<file path="src/rtl/audio_mix_pkg.sv">
// Shared types and register map for the audio mixer scheduler.
package audio_mix_pkg;

    typedef enum logic [1:0] {
        IDLE,
        MUL,
        DRAIN,
        DONE
    } state_t;

    localparam logic [4:0] GAIN_L_BASE  = 5'd0;
    localparam logic [4:0] GAIN_R_BASE  = 5'd8;
    localparam logic [4:0] MUTE_ADDR    = 5'd16;
    localparam logic [4:0] OVR_CLR_ADDR = 5'd17;

    localparam int unsigned ACC_W      = 19;
    localparam logic [7:0]  GAIN_RESET = 8'h40;

endpackage

</file>
<file path="src/rtl/mul8x8_reg.sv">
// Registered 8x8 -> 16-bit unsigned multiplier, one clock of latency.
module mul8x8_reg (
    input  logic        clk24,
    input  logic        reset_n,
    input  logic [7:0]  a,
    input  logic [7:0]  b,
    output logic [15:0] p
);

    always_ff @(posedge clk24) begin
        if (!reset_n) begin
            p <= '0;
        end else begin
            p <= 16'(a) * 16'(b);
        end
    end

endmodule

</file>
<file path="src/rtl/audio_mix_sched.sv">
// Eight-source stereo mixer: one shared multiplier walks 16 gain products per frame.
module audio_mix_sched
    import audio_mix_pkg::*;
#(
    parameter int unsigned NSRC      = 8,
    parameter int unsigned OUT_SHIFT = 3
) (
    input  logic                clk24,
    input  logic                reset_n,
    input  logic                sample_ce,
    input  logic [8*NSRC-1:0]   src_data,
    input  logic                cfg_we,
    input  logic [4:0]          cfg_addr,
    input  logic [7:0]          cfg_wdata,
    output logic [15:0]         mix_l,
    output logic [15:0]         mix_r,
    output logic                mix_valid,
    output logic                busy,
    output logic                overrun
);

    state_t state, state_nxt;
    logic [3:0] idx;
    logic       issue, frame_done, in_frame;
    logic       accept, dropped;

    logic [7:0] gain_l [NSRC];
    logic [7:0] gain_r [NSRC];
    logic [7:0] mute;

    logic [7:0] src_act [NSRC];
    logic [7:0] gl_act  [NSRC];
    logic [7:0] gr_act  [NSRC];
    logic [7:0] mute_act;

    logic [7:0]       mul_a, mul_b;
    logic [2:0]       sel;
    logic [15:0]      prod;
    logic             prod_vld, prod_right;
    logic [ACC_W-1:0] acc_l, acc_r;

    assign accept  = sample_ce && (state == IDLE);
    assign dropped = sample_ce && (state != IDLE);

    always_ff @(posedge clk24) begin
        if (!reset_n) begin
            state <= IDLE;
            idx   <= '0;
        end else begin
            state <= state_nxt;
            idx   <= (state == MUL) ? idx + 4'd1 : '0;
        end
    end

    always_comb begin
        state_nxt = state;
        case (state)
            IDLE:    if (sample_ce) state_nxt = MUL;
            MUL:     if (idx == 4'd15) state_nxt = DRAIN;
            DRAIN:   state_nxt = DONE;
            DONE:    state_nxt = IDLE;
            default: state_nxt = IDLE;
        endcase
    end

    always_comb begin
        issue      = (state == MUL);
        frame_done = (state == DONE);
        in_frame   = (state != IDLE);
    end

    // Live configuration registers; only the frame snapshot feeds the datapath.
    always_ff @(posedge clk24) begin
        if (!reset_n) begin
            for (int unsigned i = 0; i < NSRC; i++) begin
                gain_l[i] <= GAIN_RESET;
                gain_r[i] <= GAIN_RESET;
            end
            mute <= '0;
        end else if (cfg_we) begin
            if (cfg_addr[4:3] == GAIN_L_BASE[4:3]) begin
                gain_l[cfg_addr[2:0]] <= cfg_wdata;
            end else if (cfg_addr[4:3] == GAIN_R_BASE[4:3]) begin
                gain_r[cfg_addr[2:0]] <= cfg_wdata;
            end else if (cfg_addr == MUTE_ADDR) begin
                mute <= cfg_wdata;
            end
        end
    end

    always_ff @(posedge clk24) begin
        if (!reset_n) begin
            overrun <= 1'b0;
        end else if (dropped) begin
            overrun <= 1'b1;
        end else if (cfg_we && (cfg_addr == OVR_CLR_ADDR)) begin
            overrun <= 1'b0;
        end
    end

    always_ff @(posedge clk24) begin
        if (!reset_n) begin
            for (int unsigned i = 0; i < NSRC; i++) begin
                src_act[i] <= '0;
                gl_act[i]  <= '0;
                gr_act[i]  <= '0;
            end
            mute_act <= '0;
        end else if (accept) begin
            for (int unsigned i = 0; i < NSRC; i++) begin
                src_act[i] <= src_data[8*i +: 8];
                gl_act[i]  <= gain_l[i];
                gr_act[i]  <= gain_r[i];
            end
            mute_act <= mute;
        end
    end

    // idx[3] picks the channel; idx[2:0] picks the source within it.
    assign sel = idx[2:0];

    always_comb begin
        mul_a = mute_act[sel] ? '0 : src_act[sel];
        mul_b = idx[3] ? gr_act[sel] : gl_act[sel];
    end

    mul8x8_reg u_mul (
        .clk24   (clk24),
        .reset_n (reset_n),
        .a       (mul_a),
        .b       (mul_b),
        .p       (prod)
    );

    always_ff @(posedge clk24) begin
        if (!reset_n) begin
            prod_vld   <= 1'b0;
            prod_right <= 1'b0;
        end else begin
            prod_vld   <= issue;
            prod_right <= idx[3];
        end
    end

    always_ff @(posedge clk24) begin
        if (!reset_n) begin
            acc_l <= '0;
            acc_r <= '0;
        end else if (accept) begin
            acc_l <= '0;
            acc_r <= '0;
        end else if (prod_vld) begin
            if (prod_right) begin
                acc_r <= acc_r + {{(ACC_W-16){1'b0}}, prod};
            end else begin
                acc_l <= acc_l + {{(ACC_W-16){1'b0}}, prod};
            end
        end
    end

    always_ff @(posedge clk24) begin
        if (!reset_n) begin
            mix_l     <= '0;
            mix_r     <= '0;
            mix_valid <= 1'b0;
        end else begin
            mix_valid <= frame_done;
            if (frame_done) begin
                mix_l <= 16'(acc_l >> OUT_SHIFT);
                mix_r <= 16'(acc_r >> OUT_SHIFT);
            end
        end
    end

    assign busy = in_frame | mix_valid;

endmodule

</file>
<file path="config.mk">
export PLATFORM = sky130hd
export DESIGN_NAME = audio_mix_sched
export DESIGN_NICKNAME = d
export VERILOG_FILES = /design/src/rtl/audio_mix_pkg.sv /design/src/rtl/mul8x8_reg.sv /design/src/rtl/audio_mix_sched.sv
export SDC_FILE = /design/constraint.sdc
export NUM_CORES = 1
export LEC_CHECK = 0
export CAP_MARGIN = 20
export CORE_UTILIZATION = 40
export DETAILED_ROUTE_END_ITERATION = 12
export GPL_TIMING_DRIVEN = 0
export SYNTH_ARGS = -nofsm -noshare
export SYNTH_HDL_FRONTEND = slang
export SYNTH_HIERARCHICAL = 1
export SYNTH_SLANG_ARGS = --single-unit
</file>
<file path="constraint.sdc">
create_clock -name clk24 -period 8.03 [get_ports clk24]
set_input_delay 1.606 -clock clk24 [delete_from_list [all_inputs] [get_ports clk24]]
set_output_delay 1.606 -clock clk24 [all_outputs]
set_load 0.01 [all_outputs]
</file>
==> results of run 1 <==
-- state kept, by name, indices dropped and copies added, names as in the netlist --
signal	flops
mix_l	16
acc_r	19
gain_l	64
prod_right	1
state	2
gl_act	64
u_mul/p	16
gain_r	64
mute_act	8
gr_act	64
prod_vld	1
mute	8
src_act	64
mix_valid	1
mix_r	16
acc_l	19
idx	4
overrun	1
-- placed cells by master, fill, tap and decap left out, types with 8 or more instances in the layout --
cell type	synthesis	layout
xnor2_1	13	13
o21ai_0	39	38
buf_4	1	8
o21ai_1	10	11
clkbuf_16	0	47
and2_1	364	364
edfxtp_1	320	320
buf_2	8	11
nor2_1	61	61
a21oi_1	40	40
inv_1	60	60
dfxtp_1	112	112
and3_1	8	8
clkbuf_8	2	10
nor2b_1	45	45
clkdlybuf4s50_1	0	115
nand2_1	58	58
ha_1	73	73
a22o_1	8	8
or3_1	16	16
a21o_1	11	11
mux2i_1	53	53
mux4_2	58	58
fa_1	38	38
nand2b_1	15	15
o21a_1	14	14
nor3_1	15	15
xor2_1	14	14
nand3_1	24	24
clkbuf_1	61	65
a211oi_1	13	13
-- power breakdown --
part | internal, mW | switching [mW] | total, mW | leakage (nW)
registers | 2.78 | 0.108 | 2.89 | 4.20
logic | 0.737 | 1.01 | 1.74 | 4.42
clock network | 1.30 | 0.902 | 2.21 | 0.770
total | 4.82 | 2.02 | 6.84 | 9.39
-- critical path: stages, from the launching register on --
cell      delay [ns]
dfxtp_1         0.33
clkbuf_1        0.30
buf_2           0.40
buf_1           0.63
mux4_2          0.38
mux2i_1         0.10
nor2_1          0.47
and2_1          0.22
fa_1            0.44
fa_1            0.46
fa_1            0.48
inv_1           0.05
fa_1            0.48
inv_1           0.04
ha_1            0.35
and3_1          0.26
a31o_2          0.28
a221oi_2        0.28
mux2i_1         0.21
-- kinds of logic after synthesis --
kind of cell	count (synthesis)
buffers and inverters	137
muxes	112
and+or+nand+nor	623
adders and majority gates	111
xor gates and xnor gates	27
DFF	432
AOI/OAI and AO/OA	175
-- worst paths after layout --
| path | startpoint | endpoint | depth (start not counted) | slack [ns] |
|---|---|---|---|---|
| setup reg to reg | idx[1]$_SDFF_PN0_ | u_mul/p[14]$_SDFF_PN0_ | 18 | 1.77 |
| hold / removal | acc_l[0]$_SDFFE_PP0P_ | acc_l[0]$_SDFFE_PP0P_ | 2 | 0.46 |
| setup / recovery | idx[1]$_SDFF_PN0_ | u_mul/p[14]$_SDFF_PN0_ | 18 | 1.77 |
| hold reg to reg | acc_l[0]$_SDFFE_PP0P_ | acc_l[0]$_SDFFE_PP0P_ | 2 | 0.46 |
-- per-layer routing --
layer	part of all wire (%)	wire length, um	GRT usage [%]
met1	42	20600	23.4
met2	52	25600	34.1
met3	4.0	1980	2.85
met4	2.7	1360	6.52
met5	0	0	0
-- area by class of cell --
type                            count  area, um^2
Sequential cell                   432       11900
Fill cell                        4683       26800
Buffer                             75         362
Inverter                           62         233
Clock buffer                       59        1290
Tap cell                          680         851
Clock inverter                     26         289
Multi-Input combinational cell   1048        8520
Timing Repair Buffer              128        1280
==> impl_results.md, run 1 <==
* Average size of a mapped cell at ~13 um^2
* RSZ-0062 raised after global routing: no
* # rows at 83
* Post_cts resized at 0
* Critical Path AT at 6.77 ns
* Die Area at roughly 53000 um^2
* Die height at 231 um
* Status: completed
* First-pass DRT Iterations at 5
* Residual DRC count at 0
* Static leakage at roughly 9.4 nW
* Layout Cells excl Fill at ~2500
* Vias in the first global route at between 10000 and 15000
* Synth Flop Type: edfxtp_1
* Slew HR at roughly 31%
* GRT Util Overall at 19.1%
* Actual slew at the worst max-slew pin at between 1 and 1.5 ns
* Total CTS buffers at 47
* Worst EP required at about 8.5 ns
* Power Total at slightly below 7 mW
* Startpoint Class: flip-flop
* Initial DRC count at 878
* Synth Area in Compound Gates at about 5.7%
* Post-synth cell types at 69
* Fraction of layout instances using a drive strength above 1 at between 9 and 10%
* Vias per Instance at 5.07
* FF+latch count, synth at roughly 430
* Worst hold path type: flip-flop to flip-flop
* Yosys top cell area share at 45.9%
* Synth Instances at ~1600
* Diode count at 0
* Ports at 116
* Worst hold margin at about 0.46 ns
* Largest family of logic cells by synthesized area: simple AND/OR/NAND/NOR gates
* Clk buf depth at 3
* Placed Cells at roughly 2400
* Total power divided by cell area at 277 nW/um^2
* Final slew viol count at 0
* Skew final at 0.0266 ns
* Fmax at 160 MHz
* Mux contribution to synthesized area at ~9%
* Initial core utilization at 40.7%
* Skew-Pair Late Insertion Delay at approximately 0.59 ns
* Critical path capture point type: flip-flop
* Critical path class: flip-flop to flip-flop
* PortBufs at between 100 and 150
* Avg WL per Cell at 19.7 um
* Post-DP HPWL at about 37 mm
* Setup WS pre-CTS at approximately 1.7 ns
* Minimum clock period at 6.26 ns
* Synth warnings at 6
* FFs w/ async S/R, synth at 0%
* Post-Synth Adder-Cell Area at under 10%
* Final Hold Fails at 0
* CTS sink cnt at 432
* Post-Synth Simple-Gate Area at between 10% and 20%
* Initial antenna violation count at 3
* Total wire length at 49.5 mm
* EDFF count, synth at 320
* Placed Instance Area at 23100 um^2
* Via count at 12700
* Worst Slack Setup Final at around 1.8 ns
* Worst vdd rail ir drop at between 200 and 250 uV
* GRT Residual Overflow at 0
* Core area at just over 50000 um^2
* Nets at 1986
* Max-cap violations at 0
* Global-route wire length before repair at 76.7 mm
* CTS tree: yes
* Routability congestion estimate at 0.847
* Largest net degree at the start of global routing at 99
* TNS Setup at 0 ns
* Final Util at between 40 and 50%
* List of most frequent post-synthesis cells: 364 x and2_1, 320 x edfxtp_1, 112 x dfxtp_1
* Critical path fanouts, max at 10
* Routed Antenna Nets at 0
* Final setup violation count at 0
* Die width at ~230 um
* Root Driver: clkbuf_16
* Dominant cell by count in the synthesized netlist: and2_1
* Synth top area cells: edfxtp_1 46%, and2_1 11%, dfxtp_1 11%, mux4_2 6.2%, ha_1 4.4%
* Area delta synth->final at 17.8%
* # H-tree levels at 2
* Syn nets at approximately 1800
* Final instance area at 24700 um^2
* CTS hold repair buffers at 0
* Post-CTS Repair Setup Buffers at 0
* Synth Area in XOR/XNOR at under 10%
* Cell Area, Synth at 21000 um^2
* Post-synth top area cell: edfxtp_1
* Fin crit share at a little under 80%
* Clock Pin Slew Worst Setup and Hold Paths at about 0.06 ns
* Seq/Total Area, Yosys at 56.6%
No activity file was read; power rests on OpenSTA's default activity.
==> run 2: changes to the inputs <==
Clock period 8.03 ns to 6.25 ns, I/O delays scaled along.
==> impl_results.md, run 2 (synthesis results as in run 1) <==
* Worst path max stage delay at approximately 0.61 ns
* Worst r2r path cells at 16
* Die height at 231 um
* Most common cell after layout, fill and taps aside: and2_1
* Die width at about 230 um
* Worst vdd rail ir drop at around 300 uV
* Worst EP required at 6.76 ns
* Actual slew at the worst max-slew pin at roughly 1.0 ns
* Clock Pin Slew Worst Setup and Hold Paths at about 0.060 ns
* Fin crit share at a little over nine tenths
* Most used cell, CP: fa_1
* Layout Cells excl Fill at ~2500
* Die Area at 53300 um^2
* Routability congestion estimate at approximately 0.85
* Vias per Instance at a little over 5
* GRT Util Overall at 19.1%
* Critical Path AT at around 6.5 ns
* R2R Setup Slk at approximately 0.27 ns
* Avg WL per Cell at between 15 and 20 um
* Worst Setup EP: u_mul/p[14]$_SDFF_PN0_
* Startpoint Class: flip-flop
* Global-route wire length before repair at between 70 and 80 mm
* Nets at 1986
* Fraction of layout instances using a drive strength above 1 at 9.78%
* Total power divided by cell area at around 360 nW/um^2
* Total CTS buffers at 47
* RR Startpoint: idx[1]$_SDFF_PN0_
* Routed Antenna Nets at 0
* Commonest non-fill, non-tap cells in the layout: 364 x and2_1, 320 x edfxtp_1, 115 x clkdlybuf4s50_1, 112 x dfxtp_1, 73 x ha_1
* Critical path capture point type: flip-flop
* Total wire length at 49.4 mm
* Placed Cells at approximately 2400
* Clk buf depth at 3
* RSZ-0062 raised after global routing: no
* End of the worst register-to-register path: u_mul/p[14]$_SDFF_PN0_
* Setup crit start: idx[1]$_SDFF_PN0_
* CTS hold repair buffers at 0
* Initial DRC count at between 800 and 900
* Fmax at approximately 170 MHz
* Post-CTS Repair Setup Buffers at 0
* Ports at 116
* Power Total at roughly 9 mW
* Critical path fanouts, max at 10
* First-pass DRT Iterations at 5
* Root Driver: clkbuf_16
* Skew final at 0.0276 ns
* Via count at about 13000
* Vias in the first global route at ~13000
* Max-cap violations at 0
* Static leakage at roughly 9.4 nW
* Critical path class: flip-flop to flip-flop
* # rows at 83
* Hold_sp: acc_l[0]$_SDFFE_PP0P_
* CP max-delay cell: mux4_2
* Final slew viol count at 0
* # H-tree levels at 2
* Final Hold Fails at 0
* Initial antenna violation count at 3
* Cells along the critical path: clkbuf_1 > clkbuf_1 > mux4_2 > mux4_2 > and2_1 > fa_1 > fa_1 > fa_1 > inv_1 > fa_1 > inv_1 > ha_1 > and3_1 > a31o_2 > a221oi_2 > mux2i_1
* Initial core utilization at approximately 41%
* Skew-Pair Late Insertion Delay at 0.59 ns
* CTS sink cnt at 432
* Residual DRC count at 0
* GRT Residual Overflow at 0
* Area delta synth->final at 17.8%
* Worst hold path type: flip-flop to flip-flop
* Largest net degree at the start of global routing at slightly below 100
* Slew HR at ~30%
* Placed Instance Area at ~23000 um^2
* Status: completed
* PortBufs at roughly 120
* Final instance area at ~25000 um^2
* Core area at approximately 52000 um^2
* Final setup violation count at 0
* Diode count at 0
* CTS tree: yes
* Post-DP HPWL at around 37 mm
* Minimum clock period at about 6 ns
## run 2: changes by cell type in the layout (fill, tap and decap cells not counted), sizes merged
cell / change
buf: -2
clkbuf: +2
## run 2: area by class of cell
class | instances | area (um^2)
well taps | 680 | 851
clock buffers | 59 | 1290
fillers | 4681 | 26800
repair buffers | 128 | 1280
flip-flops and latches | 432 | 11900
clock inverters | 26 | 289
plain buffers | 75 | 373
multi-input cells | 1048 | 8520
inverters | 62 | 233
## run 2: routing by layer
| layer | share of wire [%] | GRT usage, % | up-vias |
|---|---|---|---|
| met1 | 41 | 23.4 | 6306 |
| met4 | 2.8 | 6.52 | 0 |
| met2 | 52 | 34.1 | 231 |
| li1 | - | - | 6111 |
| met3 | 4.2 | 2.85 | 85 |
| met5 | 0 | 0 | - |
## run 2: metrics by stage
step / hold WS [ns] / setup slack (ns) / TNS, ns / utilization (%)
floorplan: 0.433 / 0.867 / 0 / -
global placement: 0.445 / -0.631 / -119.44 / 44.6
detailed placement: 0.455 / -0.111 / -0.198 / 44.8
CTS: 0.463 / 0.0831 / 0 / 47.9
global route: 0.488 / 0.00589 / 0 / 47.9
finish: 0.458 / 0.275 / 0 / 47.9
## run 2: worst max-delay path: cells and delay by family, from the launching register on
kind            cells  cell delay (ns)
mux                 3             1.27
flops               1             0.33
compound gates      2             0.56
fa+ha+maj           5             2.32
simple gates        2             0.47
buf+inv             4             0.93
## run 2: how the worst min path moves through the flow
stage / endpoint / depth (start not counted)
after floorplan: acc_l[2]$_SDFFE_PP0P_ / 2
after global placement: acc_r[0]$_SDFFE_PP0P_ / 2
after detailed placement: acc_l[0]$_SDFFE_PP0P_ / 2
after CTS: acc_l[0]$_SDFFE_PP0P_ / 2
after global routing: mute_act[7]$_SDFFE_PN0P_ / 1
final: acc_l[0]$_SDFFE_PP0P_ / 2
## run 2: power breakdown
part	leakage [nW]	internal (mW)	switching [mW]
clock network	0.770	1.68	1.16
registers	4.20	3.57	0.138
logic	4.43	0.951	1.29
## run 2: what timing repair did
action                     in CTS  in global routing
pin swaps                       0                  0
resized for setup               1                  8
setup endpoints to repair       4                  3
==> run 3: changes to the inputs <==
==> constraint.sdc (replaced) <==
create_clock -name clk24 -period 6.25 [get_ports clk24]
set_input_delay 0.9375 -clock clk24 [delete_from_list [all_inputs] [get_ports clk24]]
set_output_delay 0.9375 -clock clk24 [all_outputs]
set_load 0.005 [all_outputs]
==> results of run 3 <==
Same layout as run 2 (identical final DEF). Status: completed.
Among the figures that moved: total power 8.79 mW -> 8.78 mW
